**src/rtl/reg_write_arbiter.sv**
```systemverilog
// Round-robin arbiter that serializes register writes from N requesters into a
// small bank of W-bit registers; one write per clock and a one-cycle ack per grant.
module reg_write_arbiter #(
  parameter int N    = 4,
  parameter int W    = 8,
  parameter int NREG = 4,
  localparam int AW  = $clog2(NREG)
) (
  input  logic               clock,
  input  logic               reset_n,
  input  logic [N-1:0]       req,
  input  logic [N*AW-1:0]    waddr,
  input  logic [N*W-1:0]     wdata,
  output logic [N-1:0]       ack,
  output logic [2:0]         grant_id,
  output logic               grant_valid,
  output logic [NREG*W-1:0]  reg_out,
  output logic [15:0]        write_count
);

  logic [W-1:0]  reg_q [NREG];
  logic [N-1:0]  ack_q, ack_d;
  logic [2:0]    grant_id_q, grant_id_d;
  logic          grant_valid_q, grant_valid_d;
  logic [15:0]   write_count_q, write_count_d;
  logic [2:0]    ptr_q, ptr_d;

  logic [7:0]    elig;
  logic [3:0]    cand;
  logic [3:0]    nxt;
  logic          win;
  logic [2:0]    win_id;
  logic [AW-1:0] wr_addr;
  logic [W-1:0]  wr_data;

  always_comb begin
    // A requester acked last cycle sits out one edge so it cannot hog the bank.
    elig          = 8'(req & ~ack_q);
    cand          = '0;
    win           = 1'b0;
    win_id        = '0;
    for (int k = 0; k < N; k++) begin
      cand = {1'b0, ptr_q} + 4'(k);
      if (cand >= 4'(N)) cand = cand - 4'(N);
      if (!win && elig[cand[2:0]]) begin
        win    = 1'b1;
        win_id = cand[2:0];
      end
    end

    wr_addr       = waddr[win_id*AW +: AW];
    wr_data       = wdata[win_id*W +: W];
    nxt           = {1'b0, win_id} + 4'd1;
    if (nxt >= 4'(N)) nxt = '0;

    ack_d         = '0;
    grant_valid_d = 1'b0;
    grant_id_d    = grant_id_q;
    ptr_d         = ptr_q;
    write_count_d = write_count_q;
    if (win) begin
      ack_d         = N'(1) << win_id;
      grant_valid_d = 1'b1;
      grant_id_d    = win_id;
      ptr_d         = nxt[2:0];
      write_count_d = write_count_q + 16'd1;
    end
  end

  always_ff @(posedge clock or negedge reset_n) begin
    if (!reset_n) begin
      for (int r = 0; r < NREG; r++) reg_q[r] <= '0;
      ack_q         <= '0;
      grant_id_q    <= '0;
      grant_valid_q <= 1'b0;
      write_count_q <= '0;
      ptr_q         <= '0;
    end else begin
      if (win) reg_q[wr_addr] <= wr_data;
      ack_q         <= ack_d;
      grant_id_q    <= grant_id_d;
      grant_valid_q <= grant_valid_d;
      write_count_q <= write_count_d;
      ptr_q         <= ptr_d;
    end
  end

  for (genvar g = 0; g < NREG; g++) begin : g_view
    assign reg_out[g*W +: W] = reg_q[g];
  end

  assign ack         = ack_q;
  assign grant_id    = grant_id_q;
  assign grant_valid = grant_valid_q;
  assign write_count = write_count_q;

endmodule
```
**config.mk**
```make
export PLATFORM = sky130hd
export DESIGN_NAME = reg_write_arbiter
export DESIGN_NICKNAME = d
export VERILOG_FILES = /design/src/rtl/reg_write_arbiter.sv
export SDC_FILE = /design/constraint.sdc
export NUM_CORES = 1
export LEC_CHECK = 0
export ABC_AREA = 1
export CAP_MARGIN = 20
export CORE_ASPECT_RATIO = 1.4
export CORE_UTILIZATION = 48
export CTS_CLUSTER_DIAMETER = 200
export CTS_CLUSTER_SIZE = 40
export DETAILED_ROUTE_END_ITERATION = 8
export GPL_ROUTABILITY_DRIVEN = 0
export HOLD_SLACK_MARGIN = 0.05
export PLACE_DENSITY_LB_ADDON = 0.05
export RECOVER_POWER = 50
export SETUP_SLACK_MARGIN = 0.15
export SYNTH_ARGS = -nofsm -noshare
export SYNTH_HDL_FRONTEND = slang
export SYNTH_SLANG_ARGS = --single-unit
export TNS_END_PERCENT = 100
```
**constraint.sdc**
```tcl
create_clock -name clock -period 3.4 [get_ports clock]
set_input_delay 0.68 -clock clock [delete_from_list [all_inputs] [get_ports clock]]
set_output_delay 0.68 -clock clock [all_outputs]
set_load 0.005 [all_outputs]
```
==> After elaboration in Yosys (flattened, before gate mapping) <==
Cells that the tools add are included.
{ "classes": {"n_addsub": 9, "order_cmp": 11, "n_shift": 3, "muxes": 26, "bitwise_logic": 3, "reduce_logical": 7} }
{ "op_table": {"columns": ["cell", "count"], "rows": [
  ["$bwmux 32", 1],
  ["$shiftx 32x7->8", 1],
  ["$mux 3", 9],
  ["$add 16x1->16 const B", 1],
  ["$demux 8 s2", 1],
  ["$ge 4x3->1 const B", 4],
  ["$lt 3x4->1 const B", 4],
  ["$bmux 1 s3", 4],
  ["$sub 3x3->3 const B", 4],
  ["$mux 1", 9],
  ["$add 3x1->4 const B", 2],
  ["$add 3x2->4 const B", 2],
  ["$and 4x8->8", 1],
  ["$mux 8", 1],
  ["$not 4->8", 1],
  ["$shiftx 8x5->2", 1],
  ["$ge 3x3->1 const B", 2],
  ["$logic_and 1x1->1", 4],
  ["$mux 4", 1],
  ["$shl 1x3->4 const A", 1],
  ["$logic_not 1->1", 3],
  ["$lt 3x1->1 const B", 1],
  ["$not 2->3", 1]
]} }
{ "totals": {"register_bits": 59} }

==> Depth between registers and ports, before layout <==
Gate-level depths: netlist of run 1.
{ "depth": {"depth_word": 21, "depth_mapped": 18} }

==> Least setup slack after synthesis of run 1 <==
Ideal clock, no wire load.
{ "synth_timing": {"path_kind": "register to register", "from": "reg ptr_q[0]", "to": "reg ptr_q[1]", "setup_ps": 83, "arrival_ps": 2457, "t_required_ps": 3317, "path_slack_ps": 860, "stages_incl_launch_ff": 18, "n_path_buf": 3, "period_less_slack_ps": 2540, "cell_sequence": "dfrtp_1 -> buf_6 -> inv_6 -> ha_1 -> inv_1 -> nand3_2 -> inv_1 -> nor2_4 -> nand2_2 -> nand3_4 -> nand3_4 -> buf_6 -> buf_6 -> inv_1 -> ha_1 -> ha_1 -> nand3_1 -> o21ai_0"} }
{ "synth_between": {"elab_chain_len": 17} }
{ "synth_lines": {"columns": ["element", "line", "rtl"], "rows": [
  ["start, declared", "26", "logic [2:0] ptr_q, ptr_d;"],
  ["start signal, assigned", "84", "ptr_q <= ptr_d;"],
  ["parallel branches: the longest is 13 deep, another holds $add 3x1->4", null, null],
  ["$mux 3 *", "45", "if (!win && elig[cand[2:0]]) begin"],
  ["named net win_id[0]", "32", "logic [2:0] win_id;"],
  ["$add 3x1->4 *", "53", "nxt = {1'b0, win_id} + 4'd1;"],
  ["$ge 4x3->1", "54", "if (nxt >= 4'(N)) nxt = '0;"],
  ["$mux 3 *", "54", null]
]} }
Mark *: on every way through the listed nets, which the timed path passes. The select of a mux whose other input is x is not followed.
A chain may end at the register's enable or synchronous reset.

==> Worst setup path after layout of run 1 <==
{ "layout_timing": {"from": "reg ptr_q[0]", "to": "reg reg_q, in the netlist reg_out[21]"} }
{ "layout_between": {"elab_chain_len": 21} }
{ "layout_lines": {"columns": ["element", "line", "rtl"], "rows": [
  ["parallel branches: the longest is 21 deep, another holds $add 3x1->4", null, null],
  ["end signal, assigned by index", "79", "if (win) reg_q[wr_addr] <= wr_data;"],
  ["end, declared", "21", "logic [W-1:0] reg_q [NREG];"]
]} }
Several ways; the timed one is not identified. The select of a mux whose other input is x is not followed.

==> results.sh, run 1 <==
export IMPL_worstPathRequired_ps=3670
export IMPL_post_cts_repair_setup_buffers=0
export IMPL_synthesis_area_mm2=0.00347
export IMPL_drv_cap=0
export IMPL_grt_antenna_before_repair=0
export IMPL_dieWidth_um=73.8
export IMPL_clock_sinks=59
export IMPL_avgRoutedWirePerCell_um=13.9
export IMPL_layout_filler_cells=577
export IMPL_synthesis_nets=466
export IMPL_synthesis_area_per_instance_um2=8.42
export IMPL_initial_cell_density_of_the_core_pct=49.7
export IMPL_track_usage_pct=23.9
export IMPL_diodes=0
export IMPL_critPathKind="flip-flop to flip-flop"
export IMPL_wl_met1_um=3640
export IMPL_detailed_route_drc_error_count=0
export IMPL_timing_worst_slew_pin_value_ps=1230
export IMPL_timing_hold_violations_final=0
export IMPL_final_area_mm2=0.00469
export IMPL_rows=36
export IMPL_core_box_area_mm2=0.00698
export IMPL_dieArea_mm2=0.00757
export IMPL_data_arrival_at_the_endpoint_of_the_critical_path_ps=3210
export IMPL_type_of_element_capturing_the_critical_path="flip-flop"
export IMPL_layout_worst_path_cycle_share_pct=86.7
export IMPL_cell_with_the_largest_stage_delay_on_the_worst_path="sky130_fd_sc_hd__dfrtp_2"
export IMPL_critical_path_max_fanout=18
export IMPL_drt_iter0_markers=120
export IMPL_grt_pass1_wl_um=13400
export IMPL_clkSlewWorstSetupHoldPaths_ps=70
export IMPL_area_delta_synth_final_pct=35.4
export IMPL_fp_dieH_um=103
export IMPL_period_minus_slack_ps=2950
export IMPL_status="completed"
export IMPL_number_of_enable_type_register_cells_in_the_synthesized_netlist=0
export IMPL_critical_path_startpoint_type="flip-flop"
export IMPL_timing_rr_start="ptr_q[0]"
export IMPL_met3RoutedLength_um=394
export IMPL_postSynth_asyncResetShare_pct=100
export IMPL_final_net_count=571
export IMPL_route_vias_total=3082
export IMPL_synth_cell_types=31
export IMPL_routed_wl_um=8570
export IMPL_htreeDepth=3
export IMPL_synth_seq_area_share_pct=42.6
export IMPL_detail_route_antenna_nets=0
export IMPL_clk_path_buf_depth=2
export IMPL_clk_root_buffer_cell="sky130_fd_sc_hd__clkbuf_8"
export IMPL_rsz_0062_raised_after_global_routing="no"
export IMPL_ioPinCount=102
export IMPL_worst_hold_path_endpoint="reg_out[8]"
export IMPL_placement_cell_area_mm2=0.00451
export IMPL_layout_cells_most_common="sky130_fd_sc_hd__nand2_1"
export IMPL_reg2reg_depth=14
export IMPL_mostFrequentLayoutCells="sky130_fd_sc_hd__nand2_1 (130), sky130_fd_sc_hd__clkdlybuf4s50_1 (72), sky130_fd_sc_hd__dfrtp_1 (58)"
export IMPL_final_setup_skew_ps=12.4
export IMPL_r2r_slack_ps=450
export IMPL_globalRouteOverflowTotal=0
export IMPL_cp_slowest_stage_delay_ps=500
export IMPL_timing_slew_headroom_pct=18.3
export IMPL_viasPerCell=5.01
export IMPL_drt_pass1_iterations=4
export IMPL_maxSlewViolCount=0
export IMPL_cts_tree="built"
export IMPL_synth_warning_count=0
export IMPL_fin_setup_tns_ps=0
export IMPL_setup_viol_count_final=0
export IMPL_synth_top_flop_cell="sky130_fd_sc_hd__dfrtp_1"
export IMPL_grt_max_degree=23
export IMPL_flip_flop_and_latch_count_after_synthesis=59
export IMPL_hold_path_startpoint="reg_out[8]"
export IMPL_min_path_cells=2
export IMPL_vias_in_the_first_global_route=2871
export IMPL_fmaxAchievable_mhz=339
export IMPL_clock_latency_on_the_worst_skew_pair_ps=340
export IMPL_drive_gt1_share_pct=13.7
export IMPL_io_buffers=101
export IMPL_crit_path_cell_chain="inv_6 > ha_1 > inv_1 > nand3_1 > nand3_1 > nand4_4 > nand3_4 > buf_4 > nand2_1 > o21ai_0 > nand2_1 > nand2_1 > nand3_1 > nand2_1"
export IMPL_timing_rr_end="reg_out[21]"
export IMPL_netlist_instances=412
export IMPL_top_layer="met4"
export IMPL_numCtsBuffers=9
export IMPL_hpwlAfterDp_um=6540
export IMPL_timing_critical_path_mode_cell="sky130_fd_sc_hd__nand2_1"
export IMPL_wl_met2_um=4380
export IMPL_timing_hold_worst_class="flip-flop to flip-flop"
==> critical path, delay by kind of cell, from the launching register on <==
kind | cells | cell delay (ps)
AND/OR/NAND/NOR | 9 | 1410
flip-flops | 1 | 500
buffers and inverters | 3 | 500
adder cells (fa/ha/maj) | 1 | 370
AO/OA/AOI/OAI | 1 | 90
==> area by class of cell <==
| cell class | count | area (um^2) | share of cell area [%] |
|---|---|---|---|
| tap | 95 | 119 | 2.53 |
| inverter | 48 | 188 | 4.00 |
| clock buffer | 10 | 138 | 2.93 |
| multi-input combinational | 292 | 1680 | 35.7 |
| timing repair buffer | 107 | 1040 | 22.2 |
| sequential | 59 | 1480 | 31.5 |
| clock inverter | 4 | 52.6 | 1.12 |
==> through the flow <==
| stage | setup WS, ps | hold slack, ps | std cells | utilization [%] |
|---|---|---|---|---|
| floorplan | 860 | 384 | 412 | - |
| finish | 451 | 476 | 615 | 67.2 |
| detailed placement | 288 | 464 | 601 | 64.6 |
| global placement | 336 | 459 | 601 | 64.6 |
| CTS | 337 | 323 | 615 | 67.3 |
| global route | 265 | 492 | 615 | 67.2 |
==> logic make-up after synthesis <==
logic type	count (synthesis)	synth area share (%)
buf+inv	61	9.02
compound gates	22	3.86
simple gates	248	38.3
xor+xnor	13	3.28
other cells	1	0.108
fa+ha+maj	8	2.89
flops	59	42.6
==> registers in the layout (all words and copies together), names as in the netlist <==
name         flops
ack              4
grant_id         3
grant_valid      1
ptr_q            3
reg_out         32
write_count     16
==> Yosys cell counts, types with 5 or more instances <==
library cell	n	area share, %
sky130_fd_sc_hd__nand2_1	130	14
sky130_fd_sc_hd__dfrtp_1	59	43
sky130_fd_sc_hd__nand3_1	51	7.4
sky130_fd_sc_hd__inv_1	44	4.8
sky130_fd_sc_hd__o21ai_0	13	1.9
sky130_fd_sc_hd__nand2_2	12	2.2
sky130_fd_sc_hd__nand3_2	12	3.5
sky130_fd_sc_hd__nor2_1	12	1.3
sky130_fd_sc_hd__ha_1	8	2.9
sky130_fd_sc_hd__nand4_1	8	1.4
sky130_fd_sc_hd__o211ai_1	8	1.7
sky130_fd_sc_hd__xnor2_1	8	2.0
sky130_fd_sc_hd__buf_6	7	2.3
sky130_fd_sc_hd__nand3_4	5	2.5
sky130_fd_sc_hd__xor2_1	5	1.3
==> metal layers <==
metal  up-vias  track usage (%)
met4         0             9.32
met2        76             39.2
met5         -                0
met1      1470             31.4
met3        13             4.30
li1       1523                -
==> timing repair <==
action	4_1_cts	5_1_grt
setup endpoints to repair	0	5
hold buffers	0	0
gates resized for setup	0	1
==> how the worst max path moves through the flow <==
stage	from	end	slack (ps)
finish	ptr_q[0]	reg_out[21]	450
global route	ptr_q[0]	reg_out[5]	270
CTS	ptr_q[0]	reg_out[21]	340
detailed placement	req[1]	reg_out[25]	290
global placement	req[1]	reg_out[25]	340
floorplan	ptr_q[0]	ptr_q[1]	860
Power of run 1 is left out: the tool's default activity adds up to more than one toggle a clock period on the data nets, which glitch-free logic cannot reach.
==> run 2: changes to the inputs <==
--- a/config.mk
+++ b/config.mk
@@ -17,6 +17,7 @@
 export PLACE_DENSITY_LB_ADDON = 0.05
 export RECOVER_POWER = 50
 export SETUP_SLACK_MARGIN = 0.15
+export SKIP_CTS_REPAIR_TIMING = 1
 export SYNTH_ARGS = -nofsm -noshare
 export SYNTH_HDL_FRONTEND = slang
 export SYNTH_SLANG_ARGS = --single-unit
==> results of run 2 <==
No change in the layout: final DEF, timing and power equal those of run 1.
Power of run 2 is left out for the same reason.
==> RTL edit 1, RTL diff (config.mk and constraints of run 1) <==
Set the parameter `W` to 6 (it was 8).
--- a/src/rtl/reg_write_arbiter.sv
+++ b/src/rtl/reg_write_arbiter.sv
@@ -2,7 +2,7 @@
 // small bank of W-bit registers; one write per clock and a one-cycle ack per grant.
 module reg_write_arbiter #(
   parameter int N    = 4,
-  parameter int W    = 8,
+  parameter int W    = 6,
   parameter int NREG = 4,
   localparam int AW  = $clog2(NREG)
 ) (
Interface: changed (resized reg_out and wdata); port bits go from 102 to 86. No check against the original RTL was run, so the function may have changed too.
==> RTL edit 1 against run 1 <==
- core utilization shrank 0.68 points
- sequential cell count shrank 8
- synthesized area shrank 13%
- synthesized cell count shrank 12%
- worst setup slack gained 0.12 ns
- final area shrank 16%
- wire length shrank 21%
- die area shrank 13%
- largest cell class unchanged
- highest routed layer unchanged
Power is not shown: default switching activity piles up to over one toggle a cycle in this logic, so the estimate is an artifact.
==> RTL edit 1: results (changes against run 1) <==
----------------------------------------------------
[Clock tree]
  Num CTS Buffers ... 5 (-4)
  Insertion delay to the later sink of the worst-skew pair ... 0.30 ns (-0.04 ns)
  Clock-pin slew reported for the worst setup and hold paths after clock tree synthesis ... 0.09 ns (+0.02 ns)

[Final layout]
  Max FFs per register ... 24 (-25%)
  Number of nets in the layout ... 492 (-14%)

[Place]
  Count of buffers inserted at the top-level ports ... 85 (-16%)
  Detailed placement HPWL ... 5040 um (-23%)
  Area after detailed placement ... 0.00386 sq mm (-14%)

[GRT]
  First-pass GRT wire length ... 10600 um (-21%)
  M3 GR Usage ... 3.67% (-0.63 points)
  Pin count of the biggest net entering global routing ... 52 (+130%)
  Total global routing track utilization ... 21.4% (-2.5 points)
  Vias in the first global route ... 2310 (-20%)
  Global Route met1 Usage ... 29.7% (-1.7 points)

[Synth]
  Part of the Yosys area used for sequential elements ... 42.4% (-0.19 points)
  Commonest cells post-synth ... sky130_fd_sc_hd__nand2_1, sky130_fd_sc_hd__dfrtp_1, sky130_fd_sc_hd__nand3_1, sky130_fd_sc_hd__inv_1, sky130_fd_sc_hd__nor2_1
  Biggest area contributors in the synthesized netlist ... sky130_fd_sc_hd__dfrtp_1, sky130_fd_sc_hd__nand2_1, sky130_fd_sc_hd__nand3_1

[Run status]
  Run status ... finished clean

[Timing]
  Worst hold slack across all endpoints ... 0.481 ns (+0.00536 ns)
  Worst-Margin Slew ... 1.23 ns (+0.00263 ns)
  Fraction of the cycle the final worst path needs ... 83.3% (-3.4 points)

[Critical path]
  Worst setup path endpoint ... reg_out[23]
  CP arrival ... 3.08 ns (-0.13 ns)
  Endpoint of the lowest-slack register-to-register path ... reg_out[23]
  Setup slack of the worst register-to-register path ... 0.57 ns (+0.12 ns)
  Maximum fanout count along the critical path ... 23 (+5)

[Drt]
  Total vias in the final route ... 2586 (-16%)
  Initial DRC count ... 90 (-25%)
  Routed Wire Length ... 6760 um (-21%)

----------------------------------------------------
-- RTL edit 1: logic make-up (layout without fill, tap and decap cells) --
group                      after synthesis  in the layout  share of synthesized area, %
and+or+nand+nor                        213            213                          36.3
buffers and inverters                   58            144                          9.89
DFF                                     51             51                          42.4
AOI/OAI and AO/OA                       18             18                          4.49
xor gates and xnor gates                12             12                          3.49
adders and majority gates                8              8                          3.33
other                                    1              1                         0.125
-- RTL edit 1: per-stage QoR --
step / util (%) / cells
floorplan: - / 361
global placement: 65.0 / 509
detailed placement: 65.0 / 509
CTS: 66.6 / 517
global route: 66.6 / 517
finish: 66.6 / 517
-- RTL edit 1: routing by layer --
metal	part of all wire, %	wire [um]
met1	46	3120
met2	48	3250
met3	4.7	318
met4	1.2	79
met5	0	0
-- RTL edit 1: final cells by class --
type	instances	area (sq um)
clock buffers	7	86.3
clock inverters	1	8.76
fillers	557	1990
inverters	46	180
multi-input cells	252	1440
flip-flops and latches	51	1280
well taps	70	87.6
repair buffers	90	881
==> RTL edit 2, RTL diff (settings of run 1) <==
Without the edit above. Make the reset (`reset_n`) synchronous in one clocked block.
--- a/src/rtl/reg_write_arbiter.sv
+++ b/src/rtl/reg_write_arbiter.sv
@@ -67,7 +67,7 @@
     end
   end
 
-  always_ff @(posedge clock or negedge reset_n) begin
+  always_ff @(posedge clock) begin
     if (!reset_n) begin
       for (int r = 0; r < NREG; r++) reg_q[r] <= '0;
       ack_q         <= '0;
Check against the original RTL: differs if reset_n is asserted again (counterexample within 4 cycles, from zero or initial values and one cycle with reset_n low); with reset_n held inactive, the same outputs for 10 cycles.
==> RTL edit 2 against run 1 <==
- final cell count shrank 8.3%
- synthesized cell count down 9.0%
- sequential cell count is the same
- wire length is 13% lower
- final area fell by 7.0%
- synthesized area down 12%
- worst setup slack worse by 0.095 ns
- critical path type unchanged
- highest routed layer unchanged
==> RTL edit 2: results (changes against run 1) <==
----------------------------------------------------
[Run status]
  Run status ... finished clean

[Critical path]
  CP arrival ... 3.05 ns (-0.16 ns)
  Maximum fanout count along the critical path ... 10 (-8)
  Start point of the critical path ... ptr_q[1]
  Maximum single-stage delay on the critical path ... 0.42 ns (-0.08 ns)

[Synth]
  Proportion of register bits with asynchronous set or reset after synthesis ... 0% (-100 points)
  Commonest cells post-synth ... sky130_fd_sc_hd__nand2_1, sky130_fd_sc_hd__inv_1, sky130_fd_sc_hd__nor2_1, sky130_fd_sc_hd__edfxtp_1, sky130_fd_sc_hd__dfxtp_1
  Post-Syn Area per Cell ... 8.17 sq um (-2.9%)
  EDFF count, synth ... 32 (+32)
  Part of the Yosys area used for sequential elements ... 49.0% (+6.4 points)
  Nets in the synthesized netlist ... 425 (-8.8%)

[Timing]
  Largest clock skew in the final design ... 0.00988 ns (-0.00249 ns)
  Max transition margin ... 77.3% (+59 points)

[GRT]
  Pin count of the biggest net entering global routing ... 19 (-17%)
  Global Route met1 Usage ... 26.5% (-4.8 points)
  Total global routing track utilization ... 23.1% (-0.82 points)
  Vias in the first global route ... 2592 (-9.7%)
  Met2 Usage GRT ... 42.8% (+3.6 points)

[Final layout]
  Filler cells ... 503 (-13%)
  Number of nets in the layout ... 537 (-6.0%)
  Clock-cell share of area ... 4.96% (+0.90 points)
  Number of buffers outside the clock class in the layout ... 108 (+0.93%)
  Non-Clock Inverter Count ... 53 (+10%)
  Layout multi-input combinational cell count ... 256 (-12%)
  Proportion of cell area occupied by multi-input gates ... 29.6% (-6.1 points)
  Count of placed standard cells in the final layout, fillers left out ... 564 (-8.3%)

[Drt]
  Initial DRC count ... 205 (+71%)

[Place]
  Post-placement worst setup slack ... 0.211 ns (-0.0777 ns)
  Area after detailed placement ... 0.00417 sq mm (-7.7%)
  Post-Place Cells ... 548 (-8.8%)

----------------------------------------------------
==> RTL edit 2: cell types whose count changed after synthesis, moves of 11 or more <==
cell / change
sky130_fd_sc_hd__edfxtp_1: +32
sky130_fd_sc_hd__dfxtp_1: +27
sky130_fd_sc_hd__a21oi_1: +11
sky130_fd_sc_hd__nand2_1: -15
sky130_fd_sc_hd__dfrtp_1: -59
sky130_fd_sc_hd__nor2_1: +31
sky130_fd_sc_hd__nand3_1: -32
==> RTL edit 2: logic make-up after synthesis <==
family | count (synthesis) | synth area share [%]
adder cells (fa/ha/maj) | 4 | 1.63
flip-flops | 59 | 49.0
AND/OR/NAND/NOR | 222 | 35.4
AO/OA/AOI/OAI | 30 | 5.47
buffers and inverters | 60 | 8.45
==> RTL edit 2: worst paths after layout <==
path | to | slack (ns) | depth (start not counted)
max | reg_q[0][6] | 0.36 | 16
min | grant_id[2] | 0.42 | 2
max reg2reg | reg_q[0][6] | 0.36 | 16
min reg2reg | grant_id[2] | 0.42 | 2
